File: src/rtl/multicycle_subtractor_pkg.sv
// Shared definitions for the multicycle subtractor: FSM state encodings,
// default widths and parameter-legality helpers.
package multicycle_subtractor_pkg;

  typedef enum logic [1:0] {
    StIdle = 2'd0,
    StRun  = 2'd1,
    StDone = 2'd2
  } state_e;

  localparam int unsigned DefaultWidth = 64;
  localparam int unsigned DefaultChunk = 16;

  // Number of slices (cycles) one operation takes.
  function automatic int unsigned slice_count(input int unsigned width,
                                              input int unsigned chunk);
    return width / chunk;
  endfunction

  // WIDTH must split into whole CHUNK-bit slices.
  function automatic bit params_ok(input int unsigned width, input int unsigned chunk);
    return (chunk != 0) && (width % chunk == 0);
  endfunction

endpackage

File: src/rtl/chunk_subtractor.sv
// Combinational CHUNK-bit subtract with borrow-in and borrow-out.
// bout is the sign of the (CHUNK+1)-bit result, i.e. 1 when a < b + bin.
module chunk_subtractor #(
  parameter int unsigned CHUNK = 16
) (
  input  logic [CHUNK-1:0] a,
  input  logic [CHUNK-1:0] b,
  input  logic             bin,
  output logic [CHUNK-1:0] diff,
  output logic             bout
);

  // Zero-extend by one bit so the borrow lands in the top bit.
  assign {bout, diff} = {1'b0, a} - {1'b0, b} - {{CHUNK{1'b0}}, bin};

endmodule

File: src/rtl/multicycle_subtractor.sv
// Multicycle subtractor: D = A - B - Bin over WIDTH bits, one CHUNK-bit slice
// per clock, LSB slice first, with valid/ready handshakes on both sides.
// Optional feature macro: MULTICYCLE_SUB_SIGNED_OVF_EN adds a signed-overflow
// output ovf, registered with Bout on the final slice.
module multicycle_subtractor
  import multicycle_subtractor_pkg::*;
#(
  parameter int unsigned WIDTH = DefaultWidth,
  parameter int unsigned CHUNK = DefaultChunk
) (
  input  logic             clk,
  input  logic             rst_n,
  input  logic             in_valid,
  output logic             in_ready,
  input  logic [WIDTH-1:0] A,
  input  logic [WIDTH-1:0] B,
  input  logic             Bin,
  output logic             out_valid,
  input  logic             out_ready,
  output logic [WIDTH-1:0] D,
  output logic             Bout
`ifdef MULTICYCLE_SUB_SIGNED_OVF_EN
  ,
  output logic             ovf
`endif
);

  localparam int unsigned N    = slice_count(WIDTH, CHUNK);
  localparam int unsigned IdxW = (N > 1) ? $clog2(N) : 1;
  localparam logic [IdxW-1:0] LastIdx = IdxW'(N - 1);

  if (!params_ok(WIDTH, CHUNK)) begin : g_param_check
    $fatal(1, "multicycle_subtractor: WIDTH must be a non-zero multiple of CHUNK");
  end

  state_e            state_q, state_d;
  logic [WIDTH-1:0]  a_q, a_d;
  logic [WIDTH-1:0]  b_q, b_d;
  logic [WIDTH-1:0]  d_q, d_d;
  logic              borrow_q, borrow_d;
  logic              bout_q, bout_d;
  logic [IdxW-1:0]   idx_q, idx_d;
`ifdef MULTICYCLE_SUB_SIGNED_OVF_EN
  logic              ovf_q, ovf_d;
`endif

  int unsigned       slice_base;
  logic [CHUNK-1:0]  a_slice, b_slice, diff;
  logic              slice_bout;

  // One shared slice subtractor; the index picks which slice it works on.
  assign slice_base = 32'(idx_q) * CHUNK;
  assign a_slice    = a_q[slice_base +: CHUNK];
  assign b_slice    = b_q[slice_base +: CHUNK];

  chunk_subtractor #(
    .CHUNK(CHUNK)
  ) u_chunk (
    .a    (a_slice),
    .b    (b_slice),
    .bin  (borrow_q),
    .diff (diff),
    .bout (slice_bout)
  );

  // Next-state logic: capture in IDLE, one slice per RUN cycle, hold in DONE.
  always_comb begin
    state_d  = state_q;
    a_d      = a_q;
    b_d      = b_q;
    d_d      = d_q;
    borrow_d = borrow_q;
    bout_d   = bout_q;
    idx_d    = idx_q;
`ifdef MULTICYCLE_SUB_SIGNED_OVF_EN
    ovf_d    = ovf_q;
`endif
    unique case (state_q)
      StIdle: begin
        if (in_valid) begin
          a_d      = A;
          b_d      = B;
          borrow_d = Bin;
          idx_d    = '0;
          state_d  = StRun;
        end
      end
      StRun: begin
        d_d[slice_base +: CHUNK] = diff;
        borrow_d = slice_bout;
        idx_d    = idx_q + 1'b1;
        if (idx_q == LastIdx) begin
          bout_d  = slice_bout;
`ifdef MULTICYCLE_SUB_SIGNED_OVF_EN
          // Operand signs differ and the result sign differs from A's.
          ovf_d   = (a_q[WIDTH-1] != b_q[WIDTH-1]) && (diff[CHUNK-1] != a_q[WIDTH-1]);
`endif
          idx_d   = '0;
          state_d = StDone;
        end
      end
      StDone: begin
        if (out_ready) begin
          state_d = StIdle;
        end
      end
      default: state_d = StIdle;
    endcase
  end

  // State and datapath registers; reset abandons any operation in flight.
  always_ff @(posedge clk or negedge rst_n) begin
    if (!rst_n) begin
      state_q  <= StIdle;
      a_q      <= '0;
      b_q      <= '0;
      d_q      <= '0;
      borrow_q <= 1'b0;
      bout_q   <= 1'b0;
      idx_q    <= '0;
`ifdef MULTICYCLE_SUB_SIGNED_OVF_EN
      ovf_q    <= 1'b0;
`endif
    end else begin
      state_q  <= state_d;
      a_q      <= a_d;
      b_q      <= b_d;
      d_q      <= d_d;
      borrow_q <= borrow_d;
      bout_q   <= bout_d;
      idx_q    <= idx_d;
`ifdef MULTICYCLE_SUB_SIGNED_OVF_EN
      ovf_q    <= ovf_d;
`endif
    end
  end

  assign in_ready  = (state_q == StIdle);
  assign out_valid = (state_q == StDone);
  assign D         = d_q;
  assign Bout      = bout_q;
`ifdef MULTICYCLE_SUB_SIGNED_OVF_EN
  assign ovf       = ovf_q;
`endif

endmodule

File: config.mk
export PLATFORM = sky130hd
export DESIGN_NAME = multicycle_subtractor
export DESIGN_NICKNAME = d
export VERILOG_FILES = /design/src/rtl/multicycle_subtractor_pkg.sv /design/src/rtl/chunk_subtractor.sv /design/src/rtl/multicycle_subtractor.sv
export SDC_FILE = /design/constraint.sdc
export NUM_CORES = 1
export LEC_CHECK = 0
export ABC_AREA = 0
export CAP_MARGIN = 20
export CORE_AREA = 5 5 121 237
export DETAILED_ROUTE_END_ITERATION = 12
export DIE_AREA = 0 0 126 242
export PLACE_DENSITY = 0.67
export REMOVE_ABC_BUFFERS = 1
export SLEW_MARGIN = 20
export SYNTH_ARGS = -nofsm -noshare
export SYNTH_HDL_FRONTEND = slang
export SYNTH_SLANG_ARGS = --single-unit
File: constraint.sdc
create_clock -name clk -period 6.9 [get_ports clk]
set_input_delay 1.725 -clock clk [delete_from_list [all_inputs] [get_ports clk]]
set_output_delay 1.725 -clock clk [all_outputs]
set_load 0.02 [all_outputs]
==> impl_metrics.py <==
metrics = {
    "outcome": {
        "outcome": "finished, final reports clean",
    },
    "yosys": {
        "synth_seq_cells": 198,
        "synthArstFlopShare_pct": 100,
        "netlist.top_cell.by_area": "dfrtp_1",
        "synth_ff_type": "dfrtp_1",
        "yosysWarnings": 0,
        "yosysTopAreaCellShare_pct": 54.1,
        "syn_area_per_cell_um2": 13.4,
        "syn_area_mm2": 0.00915,
        "syn_inst": 682,
        "synth_edf_count": 0,
        "ys_seq_area_share_pct": 54.1,
        "yosysMostFrequentCell": "dfrtp_1",
        "synth_common_cells": "198 x dfrtp_1, 128 x mux2_2, 50 x inv_1",
        "yosysUniqueCellTypes": 40,
        "netlist_top_cells_area": "dfrtp_1 54%, mux2_2 16%, mux4_2 7.9%, ha_1 4.6%, a22o_1 3.4%",
    },
    "layout": {
        "multiInputGateArea_mm2": 0.00388,
        "area_delta_synth_final_pct": 32.0,
        "drive_above_1_share_pct": 22.8,
        "seqCellArea_mm2": 0.00496,
        "fin_nets": 1042,
        "fillCellCount": 2492,
    },
    "clocking": {
        "clk_pin_slew_ns": 0.07,
        "cts_tree": "done",
        "cts_setup_buffers": 0,
        "clockBufferDepth": 2,
        "cts.sinks": 198,
        "htree_levels": 4,
        "cts_root_buf": "clkbuf_16",
        "clock_latency_ns": 0.45,
        "cts_made_buffers": 17,
        "cts_hold_buf": 0,
        "cts_resized": 0,
    },
    "detailed_routing": {
        "ant_nets": 0,
        "first_iter_violations": 251,
        "num_vias": 6155,
        "drt_first_pass_iters": 4,
        "drc": 0,
        "wl_per_cell_um": 19.3,
        "wirelength_mm": 23.8,
        "routed_via_density": 4.99,
    },
    "sta": {
        "setup_viol": 0,
        "maxSlewViolCount": 0,
        "finalHoldViolCount": 0,
        "tightest_slew_ns": 0.977,
        "fin_crit_sh_pct": 62.3,
        "setup_tns_ns": 0,
        "fmax_ghz": 0.232,
        "fin_crit_ns": 4.30,
        "max_slew_margin_pct": 34.8,
        "grt_setup_unrepaired": "false",
        "fin_skew_ns": 0.0112,
    },
    "global_route": {
        "first_global_vias": 6603,
        "gr-usage-all-layers_pct": 15.7,
        "grt_pass1_wl_mm": 36.8,
        "grt-busiest-layer": "met2",
        "met3_usage_pct": 3.33,
        "met1_usage_pct": 16.4,
        "antenna_found_initial": 1,
        "grt_max_degree": 77,
        "grt.overflow.total": 0,
        "use_met2_pct": 29.5,
    },
    "placement": {
        "gp_congestion": 0.845,
        "dp_hpwl_mm": 18.3,
        "port_buffers": 199,
    },
    "job": {
        "cap_violations": 0,
    },
    "worst_setup_path": {
        "crit_fanout": 31,
        "critPathKind": "reg -> reg",
        "worstPathArrival_ns": 4.62,
        "crit_path_start_kind": "flop",
        "cp-end-kind": "flop",
        "cp.required_ns": 7.22,
        "r2r_cells": 11,
    },
    "floorplan": {
        "io_pins": 200,
        "rows": 85,
        "die_h_um": 242,
        "core_area_mm2": 0.0268,
        "initial_core_util_pct": 34.2,
        "die_w_um": 126,
        "fp.dieArea_mm2": 0.0305,
    },
    "hold_path": {
        "min_path_type": "reg -> reg",
        "min_path_cells": 2,
    },
}
## worst max-delay path: stages (launching register included)
cell and delay (ns):
dfrtp_2 0.53, buf_4 0.56, mux4_2 0.58, ha_1 0.29, inv_1 0.04, ha_1 0.39
o21ai_0 0.31, nor4b_1 0.09, a221oi_1 0.72, mux2i_1 0.18, nor2_1 0.26, o21ai_0 0.15
## layout make-up
type | instances | area share [%]
flip-flops and latches | 198 | 41.0
multi-input cells | 401 | 32.1
repair buffers | 205 | 16.9
well taps | 348 | 3.60
diodes | 1 | 0.0207
clock inverters | 8 | 0.725
clock buffers | 23 | 4.04
inverters | 50 | 1.55
## cell usage in the layout, fill, tap and decap left out, types with 3 or more instances in the layout
cell type / n
clkdlybuf4s50_1: 198
inv_6: 4
dfrtp_1: 196
a21o_1: 3
o21ai_0: 31
a21oi_1: 11
clkbuf_8: 5
mux2_2: 128
a22o_1: 36
o31ai_1: 8
xnor2_1: 6
buf_4: 6
nand4_1: 7
nor2_1: 15
ha_1: 34
inv_1: 50
clkbuf_16: 17
nand2_1: 47
xor2_1: 7
mux4_2: 32
nand3_1: 4
nand2b_1: 3
## per-stage QoR
stage	cells	hold slack (ns)	worst slack (ns)	area (um^2)	util (%)
after floorplan	649	0.476	1.57	9020	-
after global placement	1202	0.465	2.69	11500	42.9
after detailed placement	1202	0.474	2.69	11500	42.9
after CTS	1233	0.489	2.66	12100	45.1
after global routing	1233	0.515	2.33	12100	45.1
final	1234	0.486	2.60	12100	45.1
## registers in the layout, summed over array words and instances, names as in the netlist
name / count
state_q: 2
Bout: 1
a_q: 64
b_q: 64
D: 64
idx_q: 2
borrow_q: 1
## per-layer routing
metal | vias up | share of wire, %
li1 | 2850 | -
met1 | 3090 | 36
met2 | 175 | 57
met3 | 40 | 4.0
met4 | 0 | 3.9
met5 | - | 0
## final timing paths
check / start / end / slack, ns
setup / recovery: idx_q[0] / D[30] / 2.60
hold / removal: Bout / Bout / 0.49
setup reg to reg: idx_q[0] / D[30] / 2.60
min in group asynchronous: rst_n / a_q[25] / 1.28
max in group asynchronous: rst_n / idx_q[0] / 4.25
hold reg to reg: Bout / Bout / 0.49
## logic make-up (layout without fill, tap and decap cells)
| group | after synthesis | after routing | share of synthesized area [%] |
|---|---|---|---|
| AO/OA/AOI/OAI | 105 | 105 | 8.12 |
| XOR/XNOR | 13 | 13 | 1.24 |
| adder cells (fa/ha/maj) | 36 | 36 | 5.09 |
| buffers and inverters | 83 | 286 | 3.49 |
| flip-flops | 198 | 198 | 54.1 |
| multiplexers | 161 | 161 | 23.7 |
| other | 0 | 1 | 0 |
| AND/OR/NAND/NOR | 86 | 86 | 4.20 |
Power is not shown: default switching activity piles up to over one toggle a cycle in this logic, so the estimate is an artifact.
